===== config.mk =====
export PLATFORM = sky130hd
export DESIGN_NAME = imem_loader
export DESIGN_NICKNAME = d
export VERILOG_FILES = /design/src/rtl/mips_pkg.sv /design/src/rtl/loader_word_counter.sv /design/src/rtl/imem_loader.sv
export SDC_FILE = /design/constraint.sdc
export NUM_CORES = 1
export LEC_CHECK = 0
export CAP_MARGIN = 20
export CORE_MARGIN = 3
export CORE_UTILIZATION = 40
export CTS_BUF_LIST = sky130_fd_sc_hd__clkbuf_2
export DETAILED_ROUTE_END_ITERATION = 12
export GPL_TIMING_DRIVEN = 0
export PLACE_DENSITY = 0.87
export SETUP_SLACK_MARGIN = 0.05
export SLEW_MARGIN = 20
export SYNTH_ARGS = -nofsm -noshare
export SYNTH_HDL_FRONTEND = slang
export SYNTH_HIERARCHICAL = 1
export SYNTH_SLANG_ARGS = --single-unit

===== constraint.sdc =====
create_clock -name clock -period 4.2 [get_ports clock]
set_clock_uncertainty 0.05 [all_clocks]
set_input_delay 1.05 -clock clock [delete_from_list [all_inputs] [get_ports clock]]
set_output_delay 1.05 -clock clock [all_outputs]
set_load 0.05 [all_outputs]

===== src/rtl/mips_pkg.sv =====
// Shared definitions for the instruction-memory loader: state encoding,
// word size and the NOP used to pad the unused tail of the program.
package mips_pkg;
  typedef enum logic [2:0] {
    ST_IDLE,
    ST_LOAD,
    ST_FILL,
    ST_RUN,
    ST_ERROR
  } loader_state_t;

  localparam int          WORD_BYTES = 4;
  localparam logic [31:0] NOP_INSTR  = 32'h0000_0000;
endpackage


===== src/rtl/loader_word_counter.sv =====
// Word index register for the loader: clear, increment, terminal count,
// and the byte address of the current word.
module loader_word_counter
  import mips_pkg::*;
#(
  parameter int          DEPTH_WORDS = 256,
  parameter logic [31:0] BASE_ADDR   = 32'h0
) (
  input  logic        clock,
  input  logic        reset,
  input  logic        i_clr,
  input  logic        i_inc,
  output logic        o_tc,
  output logic [31:0] o_addr
);
  localparam int IW = $clog2(DEPTH_WORDS);

  logic [IW-1:0] r_idx;

  always_ff @(posedge clock or posedge reset) begin
    if (reset)      r_idx <= '0;
    else if (i_clr) r_idx <= '0;
    else if (i_inc) r_idx <= r_idx + IW'(1);
  end

  assign o_tc   = (r_idx == IW'(DEPTH_WORDS - 1));
  // 32-bit arithmetic; wraps silently past the top of the address space
  assign o_addr = BASE_ADDR + (32'(r_idx) * 32'(WORD_BYTES));
endmodule


===== src/rtl/imem_loader.sv =====
// Streams a program into instruction memory, pads the tail with NOPs and
// then releases the datapath via cpu_run.
module imem_loader
  import mips_pkg::*;
#(
  parameter int          DEPTH_WORDS = 256,
  parameter logic [31:0] BASE_ADDR   = 32'h0
) (
  input  logic        clock,
  input  logic        reset,
  input  logic        start,
  input  logic        word_valid,
  input  logic [31:0] word_data,
  input  logic        word_last,
  output logic        word_ready,
  output logic        mem_write_enabled,
  output logic [31:0] mem_input_address,
  output logic [31:0] mem_input_data,
  output logic        cpu_run,
  output logic        busy,
  output logic        err_overflow,
  output logic [$clog2(DEPTH_WORDS+1)-1:0] words_loaded
);
  localparam int WL = $clog2(DEPTH_WORDS + 1);

  loader_state_t r_state;
  logic          r_cpu_run;
  logic          r_busy;
  logic          r_err;
  logic [WL-1:0] r_words;

  logic w_tc, w_clr, w_inc, w_accept, w_start_ok;

  assign w_start_ok = start && (r_state == ST_IDLE || r_state == ST_RUN || r_state == ST_ERROR);
  assign w_accept   = (r_state == ST_LOAD) && word_valid;
  assign w_clr      = w_start_ok;
  // idx parks on the last word rather than wrapping when the load ends
  assign w_inc      = !w_tc && (w_accept || r_state == ST_FILL);

  loader_word_counter #(
    .DEPTH_WORDS(DEPTH_WORDS),
    .BASE_ADDR  (BASE_ADDR)
  ) u_cnt (
    .clock  (clock),
    .reset  (reset),
    .i_clr  (w_clr),
    .i_inc  (w_inc),
    .o_tc   (w_tc),
    .o_addr (mem_input_address)
  );

  always_ff @(posedge clock or posedge reset) begin
    if (reset) begin
      r_state   <= ST_IDLE;
      r_cpu_run <= 1'b0;
      r_busy    <= 1'b0;
      r_err     <= 1'b0;
      r_words   <= '0;
    end else begin
      case (r_state)
        ST_LOAD: begin
          if (word_valid) begin
            r_words <= r_words + WL'(1);
            if (word_last && !w_tc) begin
              r_state <= ST_FILL;
            end else if (word_last) begin
              r_state   <= ST_RUN;
              r_cpu_run <= 1'b1;
              r_busy    <= 1'b0;
            end else if (w_tc) begin
              r_state <= ST_ERROR;
              r_err   <= 1'b1;
              r_busy  <= 1'b0;
            end
          end
        end
        ST_FILL: begin
          if (w_tc) begin
            r_state   <= ST_RUN;
            r_cpu_run <= 1'b1;
            r_busy    <= 1'b0;
          end
        end
        default: begin
          if (w_start_ok) begin
            r_state   <= ST_LOAD;
            r_cpu_run <= 1'b0;
            r_busy    <= 1'b1;
            r_err     <= 1'b0;
            r_words   <= '0;
          end
        end
      endcase
    end
  end

  assign word_ready        = (r_state == ST_LOAD);
  assign mem_write_enabled = w_accept || (r_state == ST_FILL);
  assign mem_input_data    = w_accept ? word_data : NOP_INSTR;
  assign cpu_run           = r_cpu_run;
  assign busy              = r_busy;
  assign err_overflow      = r_err;
  assign words_loaded      = r_words;
endmodule

Word-level counts from Yosys, hierarchy flattened
Index checks and enable logic that the tools add are counted.
Storage, ports and cells
  logic and storage cells: 67
  output and inout port bits: 78
  register bits: 23
Cells by class
  bitwise gates (word level): 1
  equal/unequal tests: 12
  muxes and demuxes: 29
  reductions and logical operators: 17
  $add $sub $neg: 2
Operators with widths (count)
  $mux 32: 1
  $mux 3: 6
  $mux 9: 2
  $pmux 9 s2: 1
  $mux 8: 2
  $mux 1: 13
  $ne 2x2->1 const B: 5
  $add 9x1->9 const B: 1
  $add 8x1->8 const B: 1
  $eq 8x8->1 const B: 1
  $eq 3x2->1 const B: 2
  $pmux 1 s2: 3
  $pmux 3 s2: 1
  $reduce_and 3->1: 2
  $reduce_and 6->1: 1
  $reduce_and 5->1: 1
  $logic_and 1x1->1: 4
  $ne 4x2->1 const B: 1
  $reduce_and 4->1: 1
  $reduce_bool 2->1: 2
  $eq 3x1->1 const B: 1
  $eq 3x3->1 const B: 1
  $logic_not 3->1: 1
  $logic_or 1x1->1: 3
  other kinds (4): 4

Longest topological paths before layout
  depth after elaboration: 6
  gate-level depth with buffers: 9

By module
Netlist, hierarchy kept.
By module, submodules not included
  imem_loader: times used 1, cells an instance 136, area an instance 1151.1 sq um
  loader_word_counter: times used 1, cells an instance 65, area an instance 575.6 sq um

Least setup slack after synthesis
Ideal clock, no wire load.
  path kind: input to output
  start: input port word_valid
  end: output port mem_input_data[10]
  path buffers: 1
  data arrival time: 2041 ps
  cell stages on the path: 4
  data required time: 3100 ps
  slack: 1059 ps
  cell sequence: and2b_1 -> nor2b_2 -> clkbuf_1 -> and2_1
On the way
  longest elaborated chain between the ends: 2
RTL lines
  from (decl): line imem_loader.sv:12  | input logic word_valid,
  $logic_and 1x1->1: line imem_loader.sv:35  | assign w_accept = (r_state == ST_LOAD) && word_valid;
  $mux 32: line imem_loader.sv:99  | assign mem_input_data = w_accept ? word_data : NOP_INSTR;
  to (decl): line imem_loader.sv:18  | output logic [31:0] mem_input_data,
Every way passes these cells.

Final worst setup path
  start: input port word_valid
  end: output port mem_write_enabled
On the way
  longest elaborated chain between the ends: 2
RTL lines
  $logic_and 1x1->1: line imem_loader.sv:35
  $logic_or 1x1->1: line imem_loader.sv:98  | assign mem_write_enabled = w_accept || (r_state == ST_FILL);
  to (decl): line imem_loader.sv:16  | output logic mem_write_enabled,
Every way passes these cells.

==> impl_metrics.xml <==
<?xml version="1.0" encoding="UTF-8"?>
<metrics>
  <group name="die">
    <metric name="io-pin-count" unit="">115</metric>
    <metric name="coreArea" unit="µm²">4086</metric>
    <metric name="fp.dieW" unit="µm">71.70</metric>
    <metric name="rows" unit="">23</metric>
    <metric name="die-area" unit="µm²">5141</metric>
    <metric name="dieHeight" unit="µm">71.70</metric>
    <metric name="start_util" unit="%">42.25</metric>
  </group>
  <group name="hold_path">
    <metric name="launch_instance_of_the_worst_min_delay_path" unit="">busy$_DFFE_PP0P_</metric>
    <metric name="worstHoldPathCells" unit="">1</metric>
    <metric name="holdPathEnd" unit="">busy$_DFFE_PP0P_</metric>
    <metric name="timing.hold.worst.class" unit="">reg2reg</metric>
  </group>
  <group name="timing">
    <metric name="tightestPinTransition" unit="ns">0.6150</metric>
    <metric name="layout_min_cycle_time" unit="ns">3.955</metric>
    <metric name="rsz0062_at_grt" unit="">no</metric>
    <metric name="timing.fmax" unit="GHz">0.2528</metric>
    <metric name="fin_worst_hold_slack" unit="ns">0.4672</metric>
    <metric name="report.final.hold_viol_count" unit="">0</metric>
    <metric name="slew-limit-headroom" unit="%">58.95</metric>
    <metric name="endpoints_failing_setup" unit="">0</metric>
    <metric name="period_share" unit="%">94.17</metric>
    <metric name="timing_max_transition_violations_final" unit="">0</metric>
  </group>
  <group name="global_routing">
    <metric name="grtUsageTotal" unit="%">18.85</metric>
    <metric name="antenna_found_initial" unit="">0</metric>
    <metric name="grt_pass1_vias" unit="">1699</metric>
    <metric name="overflow" unit="">0</metric>
    <metric name="grt_pass1_wl" unit="µm">7776</metric>
    <metric name="largest_net_degree_at_the_start_of_global_routing" unit="">16</metric>
  </group>
  <group name="flow_run">
    <metric name="maxCapViolCount" unit="">0</metric>
  </group>
  <group name="worst_setup_path">
    <metric name="arrival" unit="ns">2.86</metric>
    <metric name="r2r-end" unit="">u_cnt/r_idx[7]$_DFFE_PP0P_</metric>
    <metric name="cp-end-kind" unit="">primary output</metric>
    <metric name="crit_type" unit="">in2out</metric>
    <metric name="worstSetupStartpointType" unit="">input pin</metric>
    <metric name="crit_chain" unit="">clkdlybuf4s50_1, nand3b_1, a21oi_1, clkdlybuf4s50_1</metric>
    <metric name="r2r_setup_slack" unit="ns">1.95</metric>
    <metric name="critical_path.slowest_cell" unit="">sky130_fd_sc_hd__clkdlybuf4s50_1</metric>
    <metric name="crit_path_max_fanout" unit="">5</metric>
    <metric name="critical_path_buffers_and_inverters" unit="">2</metric>
    <metric name="worst-endpoint-required" unit="ns">3.10</metric>
    <metric name="worstReg2RegStart" unit="">r_state[0]$_DFFE_PP0P_</metric>
    <metric name="critPathTopFamily" unit="">buffers and inverters</metric>
    <metric name="worstRegToRegCells" unit="">8</metric>
    <metric name="critical_path.max_stage_delay" unit="ns">0.85</metric>
    <metric name="crit_top_cell" unit="">sky130_fd_sc_hd__clkdlybuf4s50_1</metric>
  </group>
  <group name="clocking">
    <metric name="tritoncts.num_buffers" unit="">3</metric>
    <metric name="tritoncts" unit="">yes</metric>
    <metric name="root_buffer" unit="">sky130_fd_sc_hd__clkbuf_2</metric>
    <metric name="clkLatencyLatePin" unit="ns">0.36</metric>
    <metric name="cts.htree.levels" unit="">1</metric>
    <metric name="cts.repair_timing.setup_buffer_count" unit="">0</metric>
    <metric name="clock_sink_count" unit="">23</metric>
    <metric name="worst_setup_hold_path_clk_slew" unit="ns">0.20</metric>
    <metric name="ctsLongestPathBuffers" unit="">2</metric>
  </group>
  <group name="yosys">
    <metric name="syn_area" unit="µm²">1727</metric>
    <metric name="yosysWarnings" unit="">6</metric>
    <metric name="post-synth-top-area-cell" unit="">sky130_fd_sc_hd__dfrtp_1</metric>
    <metric name="netlist.area_leader.share" unit="%">33.33</metric>
    <metric name="synth-edff-count" unit="">0</metric>
    <metric name="post_synth_num_cell_types" unit="">47</metric>
    <metric name="synth-seq-cells" unit="">23</metric>
    <metric name="count_of_mapped_cells_out_of_synthesis" unit="">201</metric>
    <metric name="yosysMostFrequentCell" unit="">sky130_fd_sc_hd__and2_1</metric>
    <metric name="synth-seq-area-share" unit="%">33.33</metric>
    <metric name="synthesis.area_per_instance" unit="µm²">8.590</metric>
    <metric name="synth_common_cells" unit="">32 x sky130_fd_sc_hd__and2_1, 26 x sky130_fd_sc_hd__buf_4, 23 x sky130_fd_sc_hd__dfrtp_1</metric>
    <metric name="yosys_most_used_dff" unit="">sky130_fd_sc_hd__dfrtp_1</metric>
    <metric name="async_reset_ff_share" unit="%">100.0</metric>
    <metric name="synth.top_cells.by_area" unit="">sky130_fd_sc_hd__dfrtp_1 33%, sky130_fd_sc_hd__and2_1 12%, sky130_fd_sc_hd__buf_4 11%</metric>
  </group>
  <group name="layout">
    <metric name="antenna_cells" unit="">0</metric>
    <metric name="layoutNonFillerInstCount" unit="">368</metric>
    <metric name="area_growth_from_synthesis_to_final_layout" unit="%">53.55</metric>
    <metric name="drive_above_1_share" unit="%">22.96</metric>
    <metric name="num-nets-final" unit="">358</metric>
    <metric name="filler_cell_count" unit="">357</metric>
  </group>
  <group name="placement">
    <metric name="globalplace.congestion" unit="">0.8858</metric>
    <metric name="post-place-cells" unit="">364</metric>
    <metric name="numPortBuffers" unit="">90</metric>
    <metric name="dp.final_hpwl" unit="µm">4022</metric>
  </group>
  <group name="drt">
    <metric name="route.final.wire_length" unit="µm">4806</metric>
    <metric name="drtAntennaViolNets" unit="">0</metric>
    <metric name="route.detailed.vias_per_inst" unit="">4.810</metric>
    <metric name="detail_route.wl_per_cell" unit="µm">13.06</metric>
    <metric name="route.detailed.drc" unit="">0</metric>
    <metric name="firstDrtPassIters" unit="">4</metric>
    <metric name="num_vias" unit="">1770</metric>
    <metric name="initialDrtViolationCount" unit="">104</metric>
  </group>
  <group name="run_status">
    <metric name="status" unit="">finished, final reports clean</metric>
  </group>
  <group name="power_and_ir_drop">
    <metric name="total_leakage_power" unit="µW">0.001306</metric>
    <metric name="max_rail_drop_vdd" unit="mV">0.2175</metric>
    <metric name="cell_area_power_density" unit="nW/µm²">439.7</metric>
  </group>
</metrics>
==> sequential cells by signal, summed over array words and instances, names as in the netlist <==
name          flops
words_loaded      9
u_cnt/r_idx       8
err_overflow      1
r_state           3
busy              1
cpu_run           1
==> how the worst max path moves through the flow <==
stage	from	endpoint	slack, ns	cells after the start
2_1_floorplan	word_valid	mem_input_data[10]	1.06	4
3_3_place_gp	word_valid	mem_input_data[2]	-0.22	6
3_5_place_dp	word_valid	mem_input_data[29]	-0.24	6
4_1_cts	word_valid	mem_input_data[29]	0.03	6
5_1_grt	word_valid	mem_write_enabled	0.13	4
6_report	word_valid	mem_write_enabled	0.24	4
==> report_power, final <==
group,leakage (µW),internal [µW],switching (µW)
clock,0.0000164,21.5,69.0
combinational,0.000982,262,526
sequential,0.000307,250,37.9
total,0.00131,533,633
==> stage by stage <==
step	power (µW)	util [%]	worst slack, ns	cell area (µm²)	TNS (ns)
after floorplan	880.2	-	1.059	1813	0
after global placement	1109	67.94	-0.2197	2776	-5.911
after detailed placement	1121	67.94	-0.2363	2776	-6.200
after CTS	1185	67.82	0.03197	2771	0
after global routing	1236	64.88	0.1339	2651	0
final	1166	64.88	0.2449	2651	0
==> repair_timing <==
action	in CTS	in global routing
hold buffers	0	0
endpoints found under the setup margin	30	32
cloned	0	0
resized for setup	40	52
==> cell families after synthesis <==
kind of cell             after synthesis  share of synthesized area, %
buffers and inverters                 44                         15.72
AND/OR/NAND/NOR                       82                         28.70
multiplexers                           4                         2.536
XOR/XNOR                               6                         3.043
other                                  1                        0.2172
AO/OA/AOI/OAI                         39                         15.00
flip-flops                            23                         33.33
adder cells (fa/ha/maj)                2                         1.449
==> cell type report <==
| class | count | area (µm²) | share of cell area (%) |
|---|---|---|---|
| tap | 50 | 62.56 | 2.360 |
| clock inverter | 1 | 5.005 | 0.1888 |
| inverter | 11 | 41.29 | 1.557 |
| timing repair buffer | 90 | 755.7 | 28.50 |
| sequential | 23 | 575.6 | 21.71 |
| clock buffer | 3 | 15.01 | 0.5663 |
| buffer | 33 | 230.2 | 8.683 |
| multi-input combinational | 157 | 965.9 | 36.43 |
==> layer usage <==
metal | global-route usage (%) | wire length, µm | vias up
met2 | 33.67 | 2479 | 93
met1 | 19.83 | 1673 | 802
met5 | 0 | 0 | -
met4 | 6.681 | 93 | 0
li1 | - | - | 867
met3 | 7.714 | 559 | 8
==> cells in the final DEF, fill, tap and decap left out, drive strengths merged, types with 2 or more instances in the layout <==
cell type,n
clkbuf,37
nand2,7
a22oi,2
nand2b,2
clkdlybuf4s50,58
a31oi,2
buf,29
or3,8
and2,32
a21oi,14
ha,2
nand4,3
o21ai,10
nor2,11
conb,24
dlymetal6s2s,2
xor2,4
or2b,2
o221ai,2
dfrtp,23
nor2b,4
xnor2,2
inv,11
nand3,6
mux2,3
(Power assumes the default switching activity.)
